### src/rtl/register_skew_pipe_pkg.sv
// Shared helpers for the skew pipe: per-lane delay, deepest lane, parameter sanity.
package register_skew_pipe_pkg;

  // Delay of one lane: the least-delayed lane gets base_delay and each further lane adds step.
  function automatic int lane_delay(input int lane, input int base_delay, input int step,
                                    input int reverse, input int channels);
    int k;
    k = (reverse != 0) ? (channels - 1 - lane) : lane;
    return base_delay + step * k;
  endfunction

  // Depth of the deepest lane; this is how long busy can stay high after the last valid input.
  function automatic int max_depth(input int base_delay, input int step, input int channels);
    return base_delay + step * (channels - 1);
  endfunction

  // Legal configurations only. A zero-depth lane would be a combinational path, so it is rejected.
  function automatic bit params_ok(input int width, input int channels,
                                   input int base_delay, input int step);
    return (width >= 1) && (channels >= 1) && (base_delay >= 1) && (step >= 0);
  endfunction

endpackage

### src/rtl/register_skew_pipe_delay_line.sv
// One lane of the skew pipe: DEPTH registered {valid, data} stages with stall and flush.
module skew_delay_line #(
  parameter int WIDTH = 8,
  parameter int DEPTH = 1
) (
  input  logic             clk,
  input  logic             reset,
  input  logic             en,
  input  logic             clear,
  input  logic             in_valid,
  input  logic [WIDTH-1:0] in_data,
  output logic             out_valid,
  output logic [WIDTH-1:0] out_data,
  output logic             any_valid
);

  logic [DEPTH-1:0] vld;
  logic [WIDTH-1:0] dat [DEPTH];

  // Shift chain: reset and clear wipe every stage, otherwise advance only when enabled.
  // Invalid entries carry zero data so the output is clean whenever out_valid is low.
  always_ff @(posedge clk) begin
    if (reset || clear) begin
      vld <= '0;
      for (int s = 0; s < DEPTH; s++) dat[s] <= '0;
    end else if (en) begin
      vld[0] <= in_valid;
      dat[0] <= in_valid ? in_data : '0;
      for (int s = 1; s < DEPTH; s++) begin
        vld[s] <= vld[s-1];
        dat[s] <= dat[s-1];
      end
    end
  end

  // Outputs come straight from the last stage; any_valid feeds the pipe-wide busy flag.
  always_comb begin
    out_valid = vld[DEPTH-1];
    out_data  = dat[DEPTH-1];
    any_valid = |vld;
  end

endmodule

### src/rtl/register_skew_pipe.sv
// Multi-lane registered delay line producing the diagonal operand wavefront for the PE array.
module register_skew_pipe
  import register_skew_pipe_pkg::*;
#(
  parameter int WIDTH      = 8,
  parameter int CHANNELS   = 4,
  parameter int BASE_DELAY = 1,
  parameter int STEP       = 1,
  parameter int REVERSE    = 0
) (
  input  logic                      clk,
  input  logic                      reset,
  input  logic                      en,
  input  logic                      clear,
  input  logic                      in_valid,
  input  logic [CHANNELS*WIDTH-1:0] in_data,
  output logic [CHANNELS-1:0]       out_valid,
  output logic [CHANNELS*WIDTH-1:0] out_data,
  output logic                      busy
);

  logic [CHANNELS-1:0] lane_busy;

  if (!params_ok(WIDTH, CHANNELS, BASE_DELAY, STEP)) begin : g_bad_params
    $error("register_skew_pipe: need WIDTH>=1, CHANNELS>=1, BASE_DELAY>=1, STEP>=0");
  end

  for (genvar i = 0; i < CHANNELS; i++) begin : g_lane
    localparam int DEPTH = lane_delay(i, BASE_DELAY, STEP, REVERSE, CHANNELS);

    skew_delay_line #(
      .WIDTH (WIDTH),
      .DEPTH (DEPTH)
    ) u_line (
      .clk       (clk),
      .reset     (reset),
      .en        (en),
      .clear     (clear),
      .in_valid  (in_valid),
      .in_data   (in_data[i*WIDTH +: WIDTH]),
      .out_valid (out_valid[i]),
      .out_data  (out_data[i*WIDTH +: WIDTH]),
      .any_valid (lane_busy[i])
    );
  end

  // Busy while any lane still holds a valid entry anywhere in its chain.
  always_comb begin
    busy = |lane_busy;
  end

endmodule

### config.mk
export PLATFORM = sky130hd
export DESIGN_NAME = register_skew_pipe
export DESIGN_NICKNAME = d
export VERILOG_FILES = /design/src/rtl/register_skew_pipe_pkg.sv /design/src/rtl/register_skew_pipe_delay_line.sv /design/src/rtl/register_skew_pipe.sv
export SDC_FILE = /design/constraint.sdc
export NUM_CORES = 1
export LEC_CHECK = 0
export CORE_MARGIN = 3
export CORE_UTILIZATION = 50
export CTS_CLUSTER_DIAMETER = 150
export DETAILED_ROUTE_END_ITERATION = 16
export PLACE_DENSITY = 0.87
export SYNTH_ARGS = -nofsm -noshare
export SYNTH_HDL_FRONTEND = slang
export SYNTH_SLANG_ARGS = --single-unit
export TNS_END_PERCENT = 30
### constraint.sdc
create_clock -name clk -period 3.85 [get_ports clk]
set_input_delay 0.77 -clock clk [delete_from_list [all_inputs] [get_ports clk]]
set_output_delay 0.77 -clock clk [all_outputs]
set_load 0.02 [all_outputs]
# == Word level (Yosys, flattened, before mapping) ==
# Memories as Yosys holds them, arrays and structs flattened.
# Cells that the tools add are included.
# op_classes
n_mux,20
bitwise,9
reduce_logical,3
# op_table
operator,count
$mux W8,14
$reduce_or A10 Y1,1
$or A1 B1 Y1,9
$reduce_or A8 Y1,1
$mux W1,6
$logic_or A1 B1 Y1,1
# word_totals
memories,4
inputBits,37
reg_bits,10
output_inout_bits,37
elab_cells,40
mem_bits_rw,80
# mem_list
memory,depth,width,rd,rd_clocked_by_memory_dff,wr,line,source
g_lane[3].u_line.dat,4,8,4,0,4,register_skew_pipe_delay_line.sv:18,logic [WIDTH-1:0] dat [DEPTH];
g_lane[2].u_line.dat,3,8,3,0,3,register_skew_pipe_delay_line.sv:18,
g_lane[1].u_line.dat,2,8,2,0,2,register_skew_pipe_delay_line.sv:18,
g_lane[0].u_line.dat,1,8,1,0,1,register_skew_pipe_delay_line.sv:18,

# == Longest topological paths before layout ==
# depth
word_depth,5
ltp_mapped,5
mapped_depth_nobuf,2

# == Modules after synthesis ==
# Synthesis repeated with hierarchy kept, for this count alone.
# hier_totals
cells_unflattened,228
hier_area_um2,3636.0
# by_module_without_submodules
module,seq_area_each_um2,area_per_inst_um2,n_inst,cells_per_inst
skew_delay_line (g_lane[3].u_line),1041.0,1395.1,1,83
skew_delay_line (g_lane[2].u_line),780.7,1119.8,1,71
skew_delay_line (g_lane[1].u_line),520.5,750.7,1,51
skew_delay_line (g_lane[0].u_line),260.2,362.8,1,22
register_skew_pipe,0.0,7.5,1,1

# == Least setup slack after synthesis ==
# OpenSTA, ideal clock, no wires.
# synth_path
path_type,input to register
from,in en
to,"mem g_lane[0].u_line.dat[0][0], enable pin"
path_buffers,1
arrival_time_ns,2.675
setup_time_ns,0.442
setup_slack_ns,0.733
required_ns,3.408
cell_stages,2
cell_sequence,buf_4 or3_1
# synth_via
elab_chain_cells,5
# synth_rtl
element,line,source
from (decl),register_skew_pipe.sv:13,"input logic en,"
$mux W1 (*),register_skew_pipe_delay_line.sv:26,end else if (en) begin
$mux W1 (*),register_skew_pipe_delay_line.sv:23,if (reset || clear) begin
$mux W1 (*),register_skew_pipe_delay_line.sv:28,dat[0] <= in_valid ? in_data : '0;
$reduce_or A8 Y1 (no source line),--,
$mux W1 (no source line) (*),--,
to (decl),register_skew_pipe_delay_line.sv:18,
# Mark *: on every way between the ends. The rest lies on a longest branch, timed or not.

# == Worst setup path in the final report ==
# layout_path
from,reg g_lane[3].u_line.vld[2]
to,out busy
# layout_via
elab_chain_cells,1
# layout_rtl
element,line,source
from (decl),register_skew_pipe_delay_line.sv:17,logic [DEPTH-1:0] vld;
"from (signal, indexed assignment)",register_skew_pipe_delay_line.sv:30,vld[s] <= vld[s-1];
$reduce_or A10 Y1,register_skew_pipe.sv:49,busy = |lane_busy;
to (decl),register_skew_pipe.sv:19,output logic busy
# Every way passes these cells.

==> impl_results.md <==
* Net count after synthesis at 242
* Measured slew at the worst slew-check pin at 986.8 ps
* CTS tree: done
* Comb power frac at 0.075
* Drt first pass iters at 4
* Power share of the sequential group at 0.625
* Final setup violation count at 0
* Gpl congestion at 0.6497
* First-pass GRT wire length at 6.941 mm
* Port bufs at 73
* Kind of critical path: flip-flop to output pin
* Int Power at 1.335 mW
* Die Ht at 88.15 um
* PwrDens at 404.6 nW/um^2
* Total gr overflow at 0
* Crit path capture type: output pin
* Final wirelength at 4.319 mm
* 1st-iter DRT viols at 115
* Outcome: completed
* CP max stage cell: clkdlybuf4s50_1
* Die width at 88.15 um
* Static Leak at 1.625 nW
* Fmax at 0.3966 GHz
* P_sw at 0.3394 mW
* Routed length per instance at 12.59 um
* Synth Register Bits at 84
* Row count at 29
* Slew Limit Fails at 0
* Worst-path cell chain: or4_1 > clkdlybuf4s50_1
* Sequential area share after synthesis at 0.7356
* Core footprint at 6459 um^2
* Yosys cell types at 13
* IO Pins at 74
* # fillers at 486
* Final setup TNS at 0 ps
* RSZ-0062 raised after global routing: false
* Cts hold-fix bufs at 0
* Final HPWL DP at 2.834 mm
* Clk network pwr share at 0.301
* Number of nets with antenna violations after routing at 0
* Vias after detailed routing at 1,552
* Vias in the first global route at 1,549
* Clk_lat worst skew at 340 ps
* Synth warnings at 0
* Tmin final at 2522 ps
* CP required at 3080 ps
* HP Class: flip-flop to flip-flop
* # DRC at 0
* Layout cell share with drive strength beyond 1 at 0.1391
* Peak supply drop at 0.2165 mV
* Clock sinks at 84
* CP max stage delay at 550 ps
* Synthesized area at 3374 um^2
* All-layer global routing usage at 0.1234
* Rel. slew slack at 0.3421
* Num CTS Buffers at 9
* Startpoint types: flip-flop
* Crit share post-route at 0.6549
* WHS at 518.7 ps
* Maximum buffer depth of the clock tree at 2
* Nets at 298
* Synth Instances at 205
* Switch share at 0.2027
* Worst-path clk slew at 70 ps
* # H-tree levels at 3
* CTS Root Cell: clkbuf_8
* CP Max Fanout at 4
* Initial Util at 0.5225
* Post-CTS setup buffers at 0
* Largest net degree at the start of global routing at 81
* Clock skew at 7.079 ps
* Hold Fails Final Rpt at 0
* Area added between synthesis and finish at 22.62%
* Die area at 7770 um^2
* # diodes at 0
* Post-cts resize count at 0
* Max-cap violations at 0
* Syn avg cell area at 16.46 um^2
* Critical path arrival at 1750 ps
* Vias per cell at 4.525
* Initial antenna violation count at 0
[per-stage QoR]
step	instances	utilization	total power, mW	area (um^2)	setup WS [ps]
finish	343	0.6406	1.674	4138	1328
global route	343	0.6406	1.751	4138	1256
CTS	343	0.6406	1.697	4138	1301
detailed placement	327	0.6160	1.194	3979	1127
global placement	327	0.6160	1.189	3979	1191
floorplan	205	-	1.132	3374	733.1
[power by group through the flow]
stage	registers, mW	logic, mW	clock network, mW
6_report	1.05	0.125	0.504
3_5_place_dp	1.07	0.127	0
2_1_floorplan	1.08	0.0551	0
3_3_place_gp	1.06	0.125	0
5_1_grt	1.05	0.134	0.568
4_1_cts	1.05	0.127	0.523
[logic make-up after synthesis]
family	after synthesis	share of synthesized area
and+or+nand+nor	88	0.1828
DFF	84	0.7356
buffers and inverters	29	0.06971
muxes	4	0.01187
[sequential cells by signal, summed over array words and instances (netlist names)]
signal and flops:
g_lane.u_line.dat 80, g_lane.u_line.vld 4
[routing by layer]
layer	share of wire	wire length, um	track usage
met5	0	0	0
met4	0.035	153	0.09890
met3	0.074	318	0.04421
met2	0.51	2191	0.1945
met1	0.38	1655	0.1342
[layout by cell type (no fill, tap or decap)]
master	n
or3_4	1
clkinv_1	1
and2_4	19
buf_4	1
clkinvlp_4	1
nor3b_4	1
or4_1	1
nor3_1	4
clkdlybuf4s50_1	73
and2_1	61
and4bb_4	1
dfxtp_1	4
clkbuf_8	9
edfxtp_1	80
mux2i_1	4
clkinv_2	4
clkbuf_1	1
[worst paths after layout]
check	cells past startpoint	start	endpoint	slack, ps
max	2	g_lane[3].u_line.vld[2]$_SDFFE_PP0P_	busy	1330
min	1	g_lane[2].u_line.dat[0][14]$_SDFFCE_PN0P_	g_lane[2].u_line.dat[0][22]$_SDFFCE_PN0P_	520
max reg2reg	1	g_lane[3].u_line.dat[2][6]$_SDFFCE_PN0P_	g_lane[3].u_line.dat[3][6]$_SDFFCE_PN0P_	3090
min reg2reg	1	g_lane[2].u_line.dat[0][14]$_SDFFCE_PN0P_	g_lane[2].u_line.dat[0][22]$_SDFFCE_PN0P_	520
[cells in the mapped netlist]
| master | count | area share |
|---|---|---|
| and2_1 | 61 | 0.11 |
| or4_1 | 1 | 0.0022 |
| and4bb_4 | 1 | 0.0048 |
| and2_4 | 19 | 0.049 |
| edfxtp_1 | 80 | 0.71 |
| nor3_1 | 4 | 0.0059 |
| or3_1 | 1 | 0.0019 |
| buf_4 | 21 | 0.047 |
| dfxtp_1 | 4 | 0.024 |
| buf_6 | 6 | 0.020 |
| nor3b_4 | 1 | 0.0056 |
| mux2i_1 | 4 | 0.012 |
| clkbuf_2 | 2 | 0.0030 |
[critical path: cells and delay by family (launching register included)]
kind                   cells  cell delay (ps)
buffers and inverters      1              550
AND/OR/NAND/NOR            1              520
flip-flops                 1              350
[area by class of cell]
| type | instances | area, um^2 | share of cell area |
|---|---|---|---|
| Clock buffer | 10 | 127.6 | 0.03084 |
| Clock inverter | 6 | 31.28 | 0.007560 |
| Multi-Input combinational cell | 92 | 661.9 | 0.1600 |
| Sequential cell | 84 | 2482 | 0.5999 |
| Tap cell | 77 | 96.34 | 0.02328 |
| Timing Repair Buffer | 74 | 738.2 | 0.1784 |
Power figures use the tool's default switching activity.
